**config.mk**
```make
export PLATFORM = sky130hd
export DESIGN_NAME = alu_seq
export DESIGN_NICKNAME = d
export VERILOG_FILES = /design/src/rtl/alu_pkg.sv /design/src/rtl/alu_mul_seq.sv /design/src/rtl/alu_seq.sv
export SDC_FILE = /design/constraint.sdc
export NUM_CORES = 1
export LEC_CHECK = 0
export BUFFER_PORTS_ARGS = -buffer_cell sky130_fd_sc_hd__buf_2
export CAP_MARGIN = 15
export CORE_MARGIN = 2
export CORE_UTILIZATION = 60
export DETAILED_ROUTE_END_ITERATION = 8
export PLACE_DENSITY = 0.88
export SLEW_MARGIN = 30
export SYNTH_ARGS = -nofsm -noshare
export SYNTH_HDL_FRONTEND = slang
export SYNTH_SLANG_ARGS = --single-unit
```
**constraint.sdc**
```tcl
create_clock -name clk -period 3.9 [get_ports clk]
set_input_delay 0.78 -clock clk [delete_from_list [all_inputs] [get_ports clk]]
set_output_delay 0.78 -clock clk [all_outputs]
set_load 0.005 [all_outputs]
```
**src/rtl/alu_pkg.sv**
```systemverilog
// Shared definitions for the sequential ALU: opcodes, FSM state type and the
// registered flag bundle.
package alu_pkg;

    localparam int unsigned OP_W = 4;

    localparam logic [OP_W-1:0] OP_ADD  = 4'h0;
    localparam logic [OP_W-1:0] OP_SUB  = 4'h1;
    localparam logic [OP_W-1:0] OP_AND  = 4'h2;
    localparam logic [OP_W-1:0] OP_OR   = 4'h3;
    localparam logic [OP_W-1:0] OP_XOR  = 4'h4;
    localparam logic [OP_W-1:0] OP_NOT  = 4'h5;
    localparam logic [OP_W-1:0] OP_SHL  = 4'h6;
    localparam logic [OP_W-1:0] OP_SHR  = 4'h7;
    localparam logic [OP_W-1:0] OP_SRA  = 4'h8;
    localparam logic [OP_W-1:0] OP_MUL  = 4'h9;
    localparam logic [OP_W-1:0] OP_ROL  = 4'hA;
    localparam logic [OP_W-1:0] OP_PASA = 4'hB;
    localparam logic [OP_W-1:0] OP_PASB = 4'hC;
    localparam logic [OP_W-1:0] OP_INC  = 4'hD;
    localparam logic [OP_W-1:0] OP_DEC  = 4'hE;
    localparam logic [OP_W-1:0] OP_ILL  = 4'hF;

    typedef enum logic {
        ST_IDLE = 1'b0,
        ST_MUL  = 1'b1
    } alu_state_t;

    typedef struct packed {
        logic z;
        logic n;
        logic c;
        logic v;
        logic err;
    } alu_flags_t;

    // Flags matching a zero result after reset.
    localparam alu_flags_t FLAGS_RST = '{z: 1'b1, n: 1'b0, c: 1'b0, v: 1'b0, err: 1'b0};

endpackage

```
**src/rtl/alu_mul_seq.sv**
```systemverilog
// Shift-add unsigned multiplier, one multiplier bit per clock, LSB first.
// Ports:
//   clk, rst      clock, asynchronous active-high reset
//   start         load operands and begin WIDTH iterations
//   a, b          multiplicand, multiplier (sampled when start is high)
//   busy          iteration in progress (counter nonzero)
//   done          the coming edge performs the final iteration
//   product       accumulator value after the coming edge; valid with done
// done/product look one step ahead so the consumer can register the final
// product on the very edge that finishes the last iteration.
module alu_mul_seq #(
    parameter int unsigned WIDTH = 16
) (
    input  logic                 clk,
    input  logic                 rst,
    input  logic                 start,
    input  logic [WIDTH-1:0]     a,
    input  logic [WIDTH-1:0]     b,
    output logic                 busy,
    output logic                 done,
    output logic [2*WIDTH-1:0]   product
);

    localparam int unsigned CNT_W = $clog2(WIDTH) + 1;
    localparam int unsigned PW    = 2 * WIDTH;

    logic [CNT_W-1:0] r_cnt;
    logic [PW-1:0]    r_acc;
    logic [PW-1:0]    r_mcand;
    logic [WIDTH-1:0] r_mplier;

    logic [PW-1:0]    w_addend;
    logic [PW-1:0]    w_acc_next;

    assign w_addend   = r_mplier[0] ? r_mcand : '0;
    assign w_acc_next = r_acc + w_addend;

    assign busy    = (r_cnt != '0);
    assign done    = (r_cnt == CNT_W'(1));
    assign product = w_acc_next;

    // Operand load on start, then one add/shift step per cycle while busy.
    always_ff @(posedge clk or posedge rst) begin
        if (rst) begin
            r_cnt    <= '0;
            r_acc    <= '0;
            r_mcand  <= '0;
            r_mplier <= '0;
        end else if (start) begin
            r_cnt    <= CNT_W'(WIDTH);
            r_acc    <= '0;
            r_mcand  <= {{WIDTH{1'b0}}, a};
            r_mplier <= b;
        end else if (busy) begin
            r_cnt    <= r_cnt - CNT_W'(1);
            r_acc    <= w_acc_next;
            r_mcand  <= r_mcand << 1;
            r_mplier <= r_mplier >> 1;
        end
    end

endmodule

```
**src/rtl/alu_seq.sv**
```systemverilog
// Handshaked sequential ALU with registered result and Z/N/C/V/err flags.
// Optional macro ALU_SEQ_MUL_EN builds the multi-cycle multiplier (op 9);
// without it op 9 is decoded as illegal.
// Ports:
//   clk, rst              clock, asynchronous active-high reset
//   in_valid, in_ready    operation handshake
//   op, a, b              opcode and operands
//   out_valid, out_ready  result handshake
//   y                     registered result
//   z, n, c, v            zero, negative, carry, signed overflow
//   err                   illegal opcode for the held result
module alu_seq
    import alu_pkg::*;
#(
    parameter int unsigned WIDTH = 16
) (
    input  logic              clk,
    input  logic              rst,
    input  logic              in_valid,
    output logic              in_ready,
    input  logic [3:0]        op,
    input  logic [WIDTH-1:0]  a,
    input  logic [WIDTH-1:0]  b,
    output logic              out_valid,
    input  logic              out_ready,
    output logic [WIDTH-1:0]  y,
    output logic              z,
    output logic              n,
    output logic              c,
    output logic              v,
    output logic              err
);

    localparam int unsigned SHW  = $clog2(WIDTH);
    localparam int unsigned SHW1 = SHW + 1;
    localparam int unsigned W1   = WIDTH + 1;
    localparam int unsigned MSB  = WIDTH - 1;

    logic [WIDTH-1:0] r_y;
    alu_flags_t       r_flags;
    logic             r_out_valid;

    logic             w_accept;
    logic [SHW-1:0]   w_amt;
    logic [SHW:0]     w_ramt;
    logic [WIDTH:0]   w_sum;
    logic [WIDTH:0]   w_diff;
    logic [WIDTH:0]   w_inc;
    logic [WIDTH:0]   w_dec;
    logic [WIDTH:0]   w_shl;
    logic [WIDTH:0]   w_shr;
    logic [WIDTH:0]   w_sra;
    logic [WIDTH-1:0] w_rol;
    logic [WIDTH-1:0] w_res_y;
    alu_flags_t       w_res_flags;

    assign w_amt  = b[SHW-1:0];
    assign w_ramt = SHW1'(WIDTH) - {1'b0, w_amt};

    // Extended forms keep the carry / last shifted-out bit in the extra bit.
    assign w_sum  = {1'b0, a} + {1'b0, b};
    assign w_diff = {1'b0, a} - {1'b0, b};
    assign w_inc  = {1'b0, a} + W1'(1);
    assign w_dec  = {1'b0, a} - W1'(1);
    assign w_shl  = {1'b0, a} << w_amt;
    assign w_shr  = {a, 1'b0} >> w_amt;
    assign w_sra  = $signed({a, 1'b0}) >>> w_amt;
    // Amount 0 gives a shift-right by WIDTH, which contributes zero.
    assign w_rol  = (a << w_amt) | (a >> w_ramt);

    // Single-cycle result and flags; borrow-style ops report c = no borrow.
    always_comb begin
        w_res_y         = a;
        w_res_flags     = '0;
        case (op)
            OP_ADD: begin
                w_res_y       = w_sum[MSB:0];
                w_res_flags.c = w_sum[WIDTH];
                w_res_flags.v = (a[MSB] == b[MSB]) && (w_sum[MSB] != a[MSB]);
            end
            OP_SUB: begin
                w_res_y       = w_diff[MSB:0];
                w_res_flags.c = ~w_diff[WIDTH];
                w_res_flags.v = (a[MSB] != b[MSB]) && (w_diff[MSB] != a[MSB]);
            end
            OP_AND:  w_res_y = a & b;
            OP_OR:   w_res_y = a | b;
            OP_XOR:  w_res_y = a ^ b;
            OP_NOT:  w_res_y = ~a;
            OP_SHL: begin
                w_res_y       = w_shl[MSB:0];
                w_res_flags.c = w_shl[WIDTH];
            end
            OP_SHR: begin
                w_res_y       = w_shr[WIDTH:1];
                w_res_flags.c = w_shr[0];
            end
            OP_SRA: begin
                w_res_y       = w_sra[WIDTH:1];
                w_res_flags.c = w_sra[0];
            end
`ifdef ALU_SEQ_MUL_EN
            OP_MUL:  w_res_y = a;
`endif
            OP_ROL:  w_res_y = w_rol;
            OP_PASA: w_res_y = a;
            OP_PASB: w_res_y = b;
            OP_INC: begin
                w_res_y       = w_inc[MSB:0];
                w_res_flags.c = w_inc[WIDTH];
                w_res_flags.v = ~a[MSB] && w_inc[MSB];
            end
            OP_DEC: begin
                w_res_y       = w_dec[MSB:0];
                w_res_flags.c = ~w_dec[WIDTH];
                w_res_flags.v = a[MSB] && ~w_dec[MSB];
            end
            default: begin
                w_res_y         = a;
                w_res_flags.err = 1'b1;
            end
        endcase
        w_res_flags.z = (w_res_y == '0);
        w_res_flags.n = w_res_y[MSB];
    end

`ifdef ALU_SEQ_MUL_EN
    alu_state_t         r_state;
    logic               w_is_mul;
    logic               w_mul_busy;
    logic               w_mul_done;
    logic [2*WIDTH-1:0] w_mul_product;
    logic [WIDTH-1:0]   w_mul_y;
    alu_flags_t         w_mul_flags;

    assign w_is_mul = (op == OP_MUL);

    alu_mul_seq #(
        .WIDTH   (WIDTH)
    ) u_mul (
        .clk     (clk),
        .rst     (rst),
        .start   (w_accept && w_is_mul),
        .a       (a),
        .b       (b),
        .busy    (w_mul_busy),
        .done    (w_mul_done),
        .product (w_mul_product)
    );

    // Low half is the result; any set upper bit reports as carry.
    assign w_mul_y           = w_mul_product[MSB:0];
    assign w_mul_flags.z     = (w_mul_y == '0);
    assign w_mul_flags.n     = w_mul_y[MSB];
    assign w_mul_flags.c     = |w_mul_product[2*WIDTH-1:WIDTH];
    assign w_mul_flags.v     = 1'b0;
    assign w_mul_flags.err   = 1'b0;

    assign in_ready = (r_state == ST_IDLE) && !w_mul_busy && (!r_out_valid || out_ready);
`else
    assign in_ready = !r_out_valid || out_ready;
`endif

    assign w_accept = in_valid && in_ready;

    // Output register and FSM; a new accept in the consume cycle keeps out_valid high.
    always_ff @(posedge clk or posedge rst) begin
        if (rst) begin
            r_y         <= '0;
            r_flags     <= FLAGS_RST;
            r_out_valid <= 1'b0;
`ifdef ALU_SEQ_MUL_EN
            r_state     <= ST_IDLE;
`endif
        end else begin
`ifdef ALU_SEQ_MUL_EN
            if (r_state == ST_MUL) begin
                if (w_mul_done) begin
                    r_y         <= w_mul_y;
                    r_flags     <= w_mul_flags;
                    r_out_valid <= 1'b1;
                    r_state     <= ST_IDLE;
                end
            end else if (w_accept && w_is_mul) begin
                r_out_valid <= 1'b0;
                r_state     <= ST_MUL;
            end else
`endif
            if (w_accept) begin
                r_y         <= w_res_y;
                r_flags     <= w_res_flags;
                r_out_valid <= 1'b1;
            end else if (r_out_valid && out_ready) begin
                r_out_valid <= 1'b0;
            end
        end
    end

    assign out_valid = r_out_valid;
    assign y         = r_y;
    assign z         = r_flags.z;
    assign n         = r_flags.n;
    assign c         = r_flags.c;
    assign v         = r_flags.v;
    assign err       = r_flags.err;

endmodule

```
* After elaboration in Yosys (flattened, before gate mapping)
Index checks and enable logic that the tools add are counted.
** Storage, ports and cells
- Output and inout port bits :: 23
- Logic and storage cells :: 61
- Register bits after elaboration :: 22
- Bits of input ports :: 40
** Cells by class
- Bitwise operators :: 9
- Eq/ne operators :: 17
- Shift operators :: 5
- $add $sub $neg :: 5
- Reduce and logical (&&, ||, !) cells :: 12
- Mux-type cells :: 6
** Operator list (count)
- $pmux 16 s13 :: 1
- $or 16x16->16 :: 2
- $eq 4x4->1 const B :: 6
- $add 16x1->17 const B :: 1
- $add 16x16->17 :: 1
- $shl 16x4->17 :: 1
- $shr 17x4->17 :: 1
- $sshr 17x4->17 :: 1
- $sub 16x1->17 const B :: 1
- $sub 16x16->17 :: 1
- $and 16x16->16 :: 1
- $eq 4x3->1 const B :: 4
- $logic_not 16->1 :: 1
- $not 16->16 :: 1
- $shl 16x4->16 :: 1
- $shr 16x5->16 :: 1
- $xor 16x16->16 :: 1
- $reduce_or 14->1 :: 1
- $eq 4x2->1 const B :: 2
- $pmux 1 s7 :: 1
- $logic_and 1x1->1 :: 6
- $sub 5x4->5 const A :: 1
- $eq 4x1->1 const B :: 1
- $logic_not 4->1 :: 1
- 8 further kinds :: 15

* Depth between registers and ports, before layout
Gate-level depths: netlist of the first run.
- Depth after elaboration :: 5
- Mapped depth :: 16
- Mapped depth without buffers :: 13

* Worst setup path before layout of the first run
OpenSTA, ideal clock, no wires.
- Kind :: input -> register
- Start point :: in b[2]
- End point :: reg r_flags (netlist bit z)
- Cell stages on the path :: 16
- Path buffers :: 5
- Required time :: 3.803 ns
- Data arrival time :: 3.987 ns
- Setup slack :: -0.184 ns
- Library setup time :: 0.097 ns
- Path through :: buf_6 -> buf_6 -> inv_1 -> buf_2 -> buf_2 -> ha_1 -> buf_2 -> o21a_1 -> a2111oi_0 -> o21ba_2 -> o21ba_1 -> mux2_2 -> o32a_1 -> nor3_1 -> nand4_1 -> o41ai_2
** Between the ends
- Cells in the longest elaborated chain, start to end :: 5
- Elaborated cells between the ends (all ways) :: 14
- Classes of those cells :: add/sub: 3; shift: 5; mux: 1; bitwise: 4; reduce/logical: 1
** Ends and longest elaborated chain
- from (decl) :: line alu_seq.sv:23 : input logic [WIDTH-1:0] b,
- $sub 5x4->5 :: line alu_seq.sv:58 : assign w_ramt = SHW1'(WIDTH) - {1'b0, w_amt};
- $shr 16x5->16 :: line alu_seq.sv:69 : assign w_rol = (a << w_amt) | (a >> w_ramt);
- $or 16x16->16 :: line alu_seq.sv:69
- $pmux 16 s13 (*) :: line alu_seq.sv:75 : case (op)
- $logic_not 16->1 (*) :: line alu_seq.sv:123 : w_res_flags.z = (w_res_y == '0);
- to (signal assigned) :: line alu_seq.sv:191 : r_flags <= w_res_flags;
- to (decl) :: line alu_seq.sv:40 : alu_flags_t r_flags;
Mark *: on every way between the ends. The rest lies on a longest branch, timed or not.
A chain may end at the register's enable or synchronous reset.

* Worst setup path in the final report of the first run
- Start point :: in op[0]
- End point :: reg r_flags (netlist bit z)
** Between the ends
- Cells in the longest elaborated chain, start to end :: 3
- Elaborated cells between the ends (all ways) :: 15
- Classes of those cells :: eq/ne: 12; mux: 1; reduce/logical: 2
** Ends and longest elaborated chain
- from (decl) :: line alu_seq.sv:21 : input logic [3:0] op,
- $eq 4x4->1, or another cell as far along :: line alu_seq.sv:75
- $pmux 16 s13 (*) :: line alu_seq.sv:75
- $logic_not 16->1 (*) :: line alu_seq.sv:123
Marked as above.

==> results of run 1 <==
## synth_stat cells, types with 11 or more instances
| cell type | n |
|---|---|
| nand2_1 | 85 |
| nor2_1 | 74 |
| ha_1 | 57 |
| a21oi_1 | 54 |
| inv_1 | 48 |
| buf_2 | 42 |
| o21ai_0 | 40 |
| nand3_1 | 34 |
| nor3_1 | 33 |
| clkbuf_1 | 29 |
| mux4_2 | 26 |
| mux2i_1 | 25 |
| xnor2_1 | 23 |
| o22ai_1 | 22 |
| dfrtp_1 | 20 |
| a211oi_1 | 17 |
| nor2b_1 | 17 |
| mux2_2 | 16 |
| nor4_1 | 16 |
| nand4_1 | 15 |
| o211ai_1 | 15 |
| buf_6 | 13 |
| nand2b_1 | 13 |
| a31oi_1 | 12 |
| o31ai_1 | 12 |
| buf_4 | 11 |
## kinds of logic after synthesis
family | after synthesis
AO/OA/AOI/OAI | 300
XOR/XNOR | 27
adder cells (fa/ha/maj) | 59
buffers and inverters | 150
flip-flops | 21
multiplexers | 75
AND/OR/NAND/NOR | 369
## metal layers
| layer | vias to the layer above | track usage, % | routed length (µm) | share of wire, % |
|---|---|---|---|---|
| met3 | 222 | 16.6 | 5180 | 15 |
| met4 | 0 | 25.8 | 2540 | 7.2 |
| li1 | 4075 | - | - | - |
| met5 | - | 0 | 0 | 0 |
| met1 | 4462 | 65.3 | 12600 | 36 |
| met2 | 878 | 78.1 | 15000 | 42 |
## where the power goes
part           switching, mW  leakage (nW)  internal, mW
logic                  0.754          3.54         0.537
registers             0.0221         0.255         0.258
clock network         0.0790        0.0409         0.138
total                  0.855          3.84         0.933
## final cells by class
class	count	area share (%)
clock buffer	3	0.822
clock inverter	1	0.0548
inverter	49	2.10
multi-input combinational	830	71.5
sequential	21	5.77
tap	172	2.36
timing repair buffer	222	17.4
## sequential cells by signal, indices dropped and copies added, names as in the netlist
signal     cells
z              1
out_valid      1
c              1
v              1
err            1
y             16
## worst min-delay path, cell delays in order (launching register included)
cell and delay, ps:
dfrtp_1 330, nand2_1 50, nand2_1 50
## worst max path at each step
stage | start | slack [ps] | depth (start not counted) | endpoint
final | op[0] | 6 | 12 | z
after global routing | a[1] | -30 | 12 | z
after CTS | b[1] | 50 | 14 | z
after detailed placement | b[1] | -120 | 14 | z
after global placement | op[1] | -380 | 12 | z
after floorplan | b[2] | 30 | 16 | z
## stage by stage
| step | std cells | instance area (µm²) | hold WS [ps] | setup TNS [ps] |
|---|---|---|---|---|
| floorplan | 1001 | 7620 | 470 | 0 |
| detailed placement | 1293 | 8830 | 457 | -134 |
| finish | 1298 | 9130 | 468 | 0 |
| global placement | 1293 | 8820 | 455 | -527 |
| CTS | 1297 | 8910 | 471 | 0 |
| global route | 1298 | 9130 | 512 | -27.9 |
## what timing repair did
item / CTS / global route
hold buffers: 0 / 0
endpoints found under the setup margin: 0 / 2
resized for setup: 0 / 38
buffers inserted: 0 / 1
## cell usage in the layout, fill, tap and decap left out, types with 6 or more instances in the layout
master,synthesis,routed
buf_4,11,157
nand2_1,85,85
nor2_1,74,74
buf_2,42,59
ha_1,57,55
a21oi_1,54,54
inv_1,48,44
o21ai_0,40,40
nand3_1,34,34
nor3_1,33,32
mux4_2,26,26
mux2i_1,25,24
xnor2_1,23,22
o22ai_1,22,22
dfrtp_1,20,20
a211oi_1,17,17
nor2b_1,17,17
mux2_2,16,16
o211ai_1,15,15
nand4_1,15,15
nand2b_1,13,13
o31ai_1,12,12
nor4_1,16,12
a31oi_1,12,12
or2_2,10,10
nor3b_1,9,9
a22oi_1,8,8
a2bb2oi_1,8,8
a2111oi_0,10,7
or3_1,8,7
o21a_1,7,7
nand4b_1,6,6
or4_1,6,6
a21o_1,6,6
and3_1,6,6
mux4_1,6,6
a221oi_1,6,6
==> impl_metrics.csv, run 1 <==
group,metric,value,unit
cells_and_area,area.sequential,527,µm²
setup_path,worst_path_max_delay_cell,"a2111oi_1",
logic_synthesis,yosysWarnings,0,
drt,dr.first_iter.drc_count,1489,
setup_path,critical-path-top-delay-family,"compound AO/OA/AOI/OAI gates",
global_routing,grt_pass1_vias,8766,
global_routing,grt_max_degree,41,
sta,slew_violations,0,
drt,routed_wire_length_per_instance,27.2,µm
global_routing,grt_antenna_before_repair,0,
setup_path,ff2ff_setup_slack,1770,ps
setup_path,criticalPathCategory,"in2reg",
clock_tree,cts_root_buf,"clkbuf_16",
cells_and_area,final.fill_count,1035,
floorplanning,fp.dieH,117,µm
sta,clock.fmax,257,MHz
cells_and_area,number_of_antenna_diodes,0,
logic_synthesis,synth_fp_nets,1100,
sta,max_slew.worst_pin.slew,1120,ps
status,status,"complete, no violations",
setup_path,critPathCaptureType,"flip-flop",
power,peakVddDrop,0.000145,V
drt,drc,0,
logic_synthesis,most_used_flip_flop_cell_after_synthesis,"dfrtp_1",
setup_path,worst_path_cell_chain,"buf_2 > buf_4 > inv_1 > a31oi_1 > a2111oi_1 > nand4_1 > o32ai_4 > o2111ai_2 > nor4_2 > buf_4 > nand4_1 > o41ai_2",
floorplanning,design.portCount,63,
logic_synthesis,post_synth_fa_ha_maj_area_fraction,9.90,%
logic_synthesis,synthesis.area_per_instance,7.60,µm²
setup_path,cp_num_buf_inv,4,
clock_tree,clkTransAtPathRegs,60,ps
logic_synthesis,synthXorXnorAreaFrac,3.21,%
sta,min_period,3890,ps
setup_path,worstPathRequired,4050,ps
drt,routed_wire_length,35300,µm
global_routing,grt_overflow_total,0,
drt,route.detailed.vias_per_inst,7.42,
cells_and_area,finish.utilization,73.0,%
floorplanning,std_cell_rows,41,
setup_path,timing.critical_path.arrival,4040,ps
power,power.total,1.79,mW
logic_synthesis,proportion_of_register_bits_with_asynchronous_set_or_reset_after_synthesis,100,%
setup_path,worst_r2r_endpoint,"z",
setup_path,crit_fanout,23,
logic_synthesis,netlist_area,7600,µm²
clock_tree,insertion_delay_of_the_later_clocked_pin_in_the_worst_skew_pair,260,ps
cells_and_area,areaGrowthSynthToFinish,20.1,%
sta,worst_slack,5.59,ps
setup_path,critPathMaxStageDelay,560,ps
sta,timing.final.setup_violations,0,
floorplanning,core_region_area,12500,µm²
drt,route.antenna.remaining_nets,0,
logic_synthesis,synth.lib_cells_used.distinct,99,
logic_synthesis,synth-seq-cells,21,
logic_synthesis,synth_top_family_by_area,"compound AO/OA/AOI/OAI gates",
logic_synthesis,syn-instance-count,1001,
worst_hold_path,hold_path.startpoint,"y[6]",
cells_and_area,nets,1226,
global_routing,grt_pass1_wl,52400,µm
clock_tree,cts_inserted_buffers,3,
logic_synthesis,largest_cells_by_area_after_synthesis,"ha_1 (9.4%), mux4_2 (7.7%), dfrtp_1 (6.6%)",
logic_synthesis,muxShareOfSynthArea,15.8,%
logic_synthesis,synth-compound-area-share,28.3,%
cells_and_area,drive_gt1_share,29.6,%
power,static_leakage,3.84,nW
floorplanning,die_outline_area,13600,µm²
worst_hold_path,worst_hold_path.endpoint,"y[6]",
global_routing,grt_util_all_layers,51.3,%
logic_synthesis,synth_simple_gate_area_share,25.9,%
place,dpl_worst_slack,-121,ps
setup_path,critPathLaunchType,"input port",
sta,final_min_period_over_clock_period,99.9,%
setup_path,origin_of_the_critical_flop_to_flop_path,"out_valid",
worst_hold_path,holdCritPathClass,"reg2reg",
floorplanning,die_w,117,µm
logic_synthesis,synth_enable_flop_cells,0,
cells_and_area,multi_input_comb_area,6530,µm²
power,power_density,196,nW/µm²
clock_tree,clock_path_buffers,2,
clock_tree,cts.sinks,21,
sta,finalHoldViolCount,0,
clock_tree,tritoncts_clock_tree,"yes",
floorplanning,initial_core_util,60.8,%
logic_synthesis,fraction_of_post_synthesis_cell_area_in_the_top_cell_type_by_area,9.38,%
drt,via_count,9637,
drt,drtPass1Iterations,6,
place,place.gp.congestion,1.11,
sta,slew_headroom,23.1,%
setup_path,worst_r2r_path_depth,7,
worst_hold_path,hold_depth,2,
logic_synthesis,synth_area_leader_cell,"ha_1",
place,hpwl,27300,µm
clock_tree,h-tree-depth,1,
sta,worst_clock_skew,4.36,ps
flow_run,drv_cap,0,
place,placement.io_buffers,62,
logic_synthesis,synth.yosys.seq_area_share,6.93,%
(Power assumes the default switching activity.)
==> run 2, diff against run 1 <==
clock period = 4.4 ns   (was 3.9 ns; I/O delays follow)
==> run 2 against run 1 <==
Sequential share of layout area is 0.45 points higher; clock skew increased by 0.55 ps; clock power fell by 14%; via count shrank 3.5%; global-route usage is 1.7 points lower; die area did not move; clock-buffer cell count is the same; wire length shrank 4.8%; final area decreased by 7.2%; register-to-register slack gained 580 ps; worst setup slack improved by 280 ps; sequential power shrank 12%; critical endpoint unchanged.
==> impl_metrics.csv, run 2 (synthesized netlist as in run 1, its figures left out) <==
group,metric,value,unit
floorplanning,core_region_area,12500,µm²
setup_path,critPathLaunchType,"input port",
clock_tree,h-tree-depth,1,
drt,dr.first_iter.drc_count,1651,
cells_and_area,most-common-layout-cells,"buf_4 (102), nand2_1 (85), nor2_1 (74)",
clock_tree,cts_setup_buffers,0,
global_routing,grt_pass1_wl,50700,µm
setup_path,worst_r2r_path_depth,7,
setup_path,worstPathRequired,4570,ps
global_routing,grt_overflow_total,0,
cells_and_area,finish.utilization,67.7,%
worst_hold_path,worst_hold_path.endpoint,"y[6]",
clock_tree,clkTransAtPathRegs,60,ps
drt,via_count,9296,
sta,rsz0062_at_grt,"no",
cells_and_area,mostFrequentLayoutCell,"buf_4",
clock_tree,insertion_delay_of_the_later_clocked_pin_in_the_worst_skew_pair,250,ps
flow_run,drv_cap,0,
drt,route.detailed.vias_per_inst,7.47,
setup_path,crit_fanout,27,
cells_and_area,nets,1171,
clock_tree,tritoncts_clock_tree,"yes",
global_routing,grt_max_degree,50,
clock_tree,cts.sinks,21,
global_routing,grt_antenna_before_repair,2,
global_routing,grt_pass1_vias,8503,
cells_and_area,areaGrowthSynthToFinish,11.5,%
sta,slew_violations,0,
drt,routed_wire_length_per_instance,27.0,µm
sta,slew_headroom,32.9,%
clock_tree,cts_root_buf,"clkbuf_16",
sta,timing.final.setup_violations,0,
floorplanning,die_outline_area,13600,µm²
drt,drc,0,
place,place_area,8390,µm²
floorplanning,fp.dieH,117,µm
power,static_leakage,3.53,nW
power,power_density,173,nW/µm²
floorplanning,die_w,117,µm
setup_path,critPathCaptureType,"flip-flop",
worst_hold_path,hold_depth,2,
place,placement.io_buffers,62,
status,status,"complete, no violations",
setup_path,worst_r2r_endpoint,"z",
cells_and_area,layout.cell_area.non_filler,8480,µm²
floorplanning,design.portCount,63,
clock_tree,post_cts_hold_buffer_count,0,
cells_and_area,drive_gt1_share,23.7,%
setup_path,origin_of_the_critical_flop_to_flop_path,"out_valid",
clock_tree,clock_path_buffers,2,
drt,route.antenna.remaining_nets,0,
place,hpwl,26100,µm
clock_tree,post_cts_resized,0,
drt,drtPass1Iterations,6,
sta,final_min_period_over_clock_period,93.6,%
sta,max_slew.worst_pin.slew,1000,ps
setup_path,timing.critical_path.arrival,4290,ps
sta,clock.fmax,243,MHz
floorplanning,std_cell_rows,41,
setup_path,criticalPathCategory,"in2reg",
sta,min_period,4120,ps
sta,finalHoldViolCount,0,
cells_and_area,largest_register_ff_count,16,
setup_path,ff2ff_setup_slack,2350,ps
worst_hold_path,holdCritPathClass,"reg2reg",
clock_tree,cts_inserted_buffers,3,
power,peakVddDrop,0.000187,V
global_routing,grt_util_all_layers,49.6,%
worst_hold_path,hold_path.startpoint,"y[6]",
place,place.gp.congestion,1.15,
sta,setup_tns,0,ps
drt,routed_wire_length,33600,µm
floorplanning,initial_core_util,60.8,%
sta,worst_clock_skew,4.91,ps
==> run 2: power breakdown <==
group          internal (mW)  switching (mW)  leakage (nW)
Clock                  0.122          0.0649        0.0409
Sequential             0.228          0.0186         0.255
Combinational          0.410           0.623          3.24
Total                  0.760           0.706          3.53
==> run 2: cell type report <==
cell class                      count  area [µm²]
Timing Repair Buffer              167        1140
Antenna cell                        1        2.50
Fill cell                        1148        4040
Tap cell                          172         215
Multi-Input combinational cell    830        6330
Clock inverter                      1        5.00
Clock buffer                        3        75.1
Inverter                           49         184
Sequential cell                    21         527
==> run 2: worst max-delay path by stage <==
stage          start  to  slack [ps]
5_1_grt         a[1]   z           3
3_3_place_gp    b[0]   z         140
3_5_place_dp    b[0]   z         130
6_report       op[3]   z         280
2_1_floorplan   b[2]   z         220
4_1_cts         b[0]   z         380
==> run 2: metal layers <==
metal | track usage, % | share of wire, %
met3 | 13.3 | 14
met2 | 73.3 | 41
met5 | 0 | 0
met1 | 65.4 | 37
met4 | 28.1 | 8.4
==> run 2: stage by stage <==
stage | hold WS, ps | total power [mW] | worst slack [ps] | instances
after global routing | 495 | 1.54 | 2.54 | 1243
after global placement | 455 | 1.22 | 140 | 1239
final | 465 | 1.47 | 281 | 1244
after detailed placement | 457 | 1.23 | 128 | 1239
after floorplan | 470 | 0.882 | 216 | 1001
after CTS | 471 | 1.42 | 377 | 1243
==> run 2: worst max-delay path, stage by stage <==
cell and delay (ps):
buf_2 470, or4b_2 750, o22ai_1 330, nor2_1 110, a2111oi_0 890, o32ai_1 300
o2111ai_1 160, nor4_1 80, buf_4 140, nand4_1 90, o41ai_2 80
==> run 3, diff against run 2 <==
ABC_AREA = 1   (was unset)
CTS_BUF_LIST = sky130_fd_sc_hd__clkbuf_2 sky130_fd_sc_hd__clkbuf_4 sky130_fd_sc_hd__clkbuf_8   (was unset)
PLACE_DENSITY = 0.8   (was 0.88)
==> run 3 against run 2 <==
Global-route usage down 1.4 points; worst setup slack better by 350 ps; sequential power about the same; combinational power down 16%; die area down 3.7%; utilization down 4.3 points; clock skew up 1.7 ps; final area down 10%; worst hold slack better by 13 ps; non-clock buffer count down 95; register-to-register slack better by 200 ps; critical path type unchanged.
==> impl_metrics.csv, run 3 <==
group,metric,value,unit
cells_and_area,number_of_antenna_diodes,0,
drt,routed_wire_length,32100,µm
sta,timing.final.setup_violations,0,
clock_tree,cts_setup_buffers,0,
drt,via_count,10300,
power,power_density,163,nW/µm²
logic_synthesis,synth_fp_nets,1542,
clock_tree,clock_path_buffers,2,
logic_synthesis,post-synth-top-count-cell,"nand2_1",
setup_path,timing.critical_path.arrival,3980,ps
clock_tree,h-tree-depth,1,
clock_tree,cts.sinks,21,
drt,route.antenna.remaining_nets,0,
drt,drtPass1Iterations,6,
sta,finalHoldViolCount,0,
setup_path,worstPathRequired,4610,ps
logic_synthesis,most_used_flip_flop_cell_after_synthesis,"dfrtp_1",
clock_tree,tritoncts_clock_tree,"yes",
global_routing,grt_antenna_before_repair,0,
setup_path,crit_fanout,21,
logic_synthesis,synth_enable_flop_cells,0,
cells_and_area,drive_gt1_share,8.37,%
status,status,"complete, no violations",
global_routing,grt_overflow_total,0,
place,place.gp.congestion,1.09,
logic_synthesis,netlist_top_cells_count,"nand2_1 (518), nand3_1 (265), nor2_1 (146), inv_1 (139), o21ai_0 (67)",
logic_synthesis,proportion_of_register_bits_with_asynchronous_set_or_reset_after_synthesis,100,%
cells_and_area,mostFrequentLayoutCell,"nand2_1",
clock_tree,post_cts_resized,0,
logic_synthesis,synth.lib_cells_used.distinct,42,
sta,clock.fmax,266,MHz
clock_tree,post_cts_hold_buffer_count,0,
setup_path,critPathMaxStageDelay,590,ps
cells_and_area,most-common-layout-cells,"nand2_1 (518), nand3_1 (265), nor2_1 (146)",
global_routing,grt_pass1_wl,49000,µm
floorplanning,core_region_area,12000,µm²
drt,routed_wire_length_per_instance,20.0,µm
setup_path,criticalPathCategory,"in2reg",
sta,final_min_period_over_clock_period,85.6,%
floorplanning,die_w,114,µm
cells_and_area,areaGrowthSynthToFinish,3.82,%
drt,dr.first_iter.drc_count,1760,
floorplanning,std_cell_rows,40,
sta,setup_tns,0,ps
clock_tree,clkTransAtPathRegs,80,ps
logic_synthesis,largest_cells_by_area_after_synthesis,"nand2_1 (27%), nand3_1 (18%), ha_1 (9.8%)",
drt,route.detailed.vias_per_inst,6.42,
place,place_area,7540,µm²
logic_synthesis,synth-seq-cells,21,
clock_tree,cts_root_buf,"clkbuf_8",
clock_tree,insertion_delay_of_the_later_clocked_pin_in_the_worst_skew_pair,260,ps
setup_path,critPathLaunchType,"input port",
power,static_leakage,4.17,nW
flow_run,drv_cap,0,
logic_synthesis,synthesis.area_per_instance,5.07,µm²
logic_synthesis,synth_area_leader_cell,"nand2_1",
logic_synthesis,synth.yosys.seq_area_share,7.21,%
logic_synthesis,yosysWarnings,0,
setup_path,worst_path_max_delay_cell,"ha_1",
setup_path,path_common_cell,"nand3_1",
sta,max_slew.worst_pin.slew,891,ps
sta,slew_headroom,40.4,%
power,peakVddDrop,0.000124,V
floorplanning,die_outline_area,13100,µm²
logic_synthesis,netlist_area,7310,µm²
floorplanning,fp.dieH,114,µm
place,placement.io_buffers,62,
clock_tree,cts_inserted_buffers,3,
global_routing,grt_util_all_layers,48.2,%
cells_and_area,layout.cell_area.non_filler,7590,µm²
setup_path,worst_path_cell_chain,"buf_2 > inv_2 > ha_1 > inv_2 > nand3_1 > nand3_1 > nand2_1 > nand2_1 > nand3_1 > nor2_1 > nand2_1 > o21ai_1 > nand3_1 > nor2_1 > nand3_1 > nand2_1",
sta,min_period,3770,ps
power,power.total,1.24,mW
cells_and_area,nets,1557,
setup_path,ff2ff_setup_slack,2550,ps
global_routing,grt_pass1_vias,9156,
cells_and_area,largest_register_ff_count,16,
logic_synthesis,fraction_of_post_synthesis_cell_area_in_the_top_cell_type_by_area,26.6,%
drt,drc,0,
worst_hold_path,holdCritPathClass,"reg2reg",
sta,slew_violations,0,
floorplanning,design.portCount,63,
global_routing,grt_max_degree,40,
setup_path,critPathCaptureType,"flip-flop",
sta,worst_clock_skew,6.64,ps
sta,rsz0062_at_grt,"no",
floorplanning,initial_core_util,61.1,%
place,hpwl,25500,µm
logic_synthesis,syn-instance-count,1443,
run 3: cell types whose count changed after synthesis, sizes merged, moves of 17 or more:
cell    previous run  this run
nor3              35         9
nor2b             18         0
o21ai             45        77
nand3             35       268
buf               71        49
mux4              32         0
o22ai             22         5
xnor2             23         0
nand2             85       529
mux2i             27         0
a211oi            17         0
clkbuf            30        13
nor2              75       163
inv               49       150
run 3: per-stage QoR:
stage | hold slack (ps) | std cells | setup WS, ps | utilization, %
after detailed placement | 461 | 1600 | 500 | 63.1
after CTS | 480 | 1604 | 799 | 63.4
final | 478 | 1604 | 634 | 63.4
after global placement | 460 | 1600 | 568 | 63.1
after global routing | 502 | 1604 | 448 | 63.4
after floorplan | 457 | 1443 | 1330 | -
run 3: path summary, 6_finish.rpt:
path / cells past startpoint / startpoint / end
min in group asynchronous: 2 / rst / y[5]
worst min-delay path: 2 / y[1] / y[1]
worst max-delay path: 16 / b[0] / z
worst max register to register: 6 / out_valid / err
worst min register to register: 2 / y[1] / y[1]
max in group asynchronous: 2 / rst / y[11]
run 3: critical path: cells and delay by family:
family / cells / cell delay [ps]
buffers and inverters: 3 / 1010
adders and majority gates: 1 / 590
AOI/OAI and AO/OA: 1 / 340
and+or+nand+nor: 11 / 1150
run 3: logic make-up (layout without fill, tap and decap cells):
family / after synthesis / count (layout) / share of synthesized area (%)
AND/OR/NAND/NOR: 1005 / 1005 / 59.3
adder cells (fa/ha/maj): 59 / 59 / 10.3
flip-flops: 21 / 21 / 7.21
buffers and inverters: 215 / 229 / 12.5
AO/OA/AOI/OAI: 143 / 143 / 10.8
run 3: area by class of cell:
cell class	instances	area [µm²]
multi-input cells	1207	5870
fillers	1263	4370
inverters	153	574
flip-flops and latches	21	527
repair buffers	72	385
well taps	147	184
clock buffers	3	41.3
clock inverters	1	5.00
run 3: report_power, final:
part / internal, mW / switching [mW]
logic: 0.250 / 0.613
registers: 0.226 / 0.0212
clock network: 0.0632 / 0.0645
total: 0.540 / 0.699
run 3: metal layers:
metal / GRT usage [%] / part of all wire (%) / vias to the layer above / wire, µm
li1: - / - / 4702 / -
met2: 76.7 / 43 / 868 / 13800
met4: 33.3 / 8.8 / 0 / 2810
met3: 9.37 / 13 / 235 / 4070
met1: 58.6 / 35 / 4493 / 11400
met5: 0 / 0 / - / 0
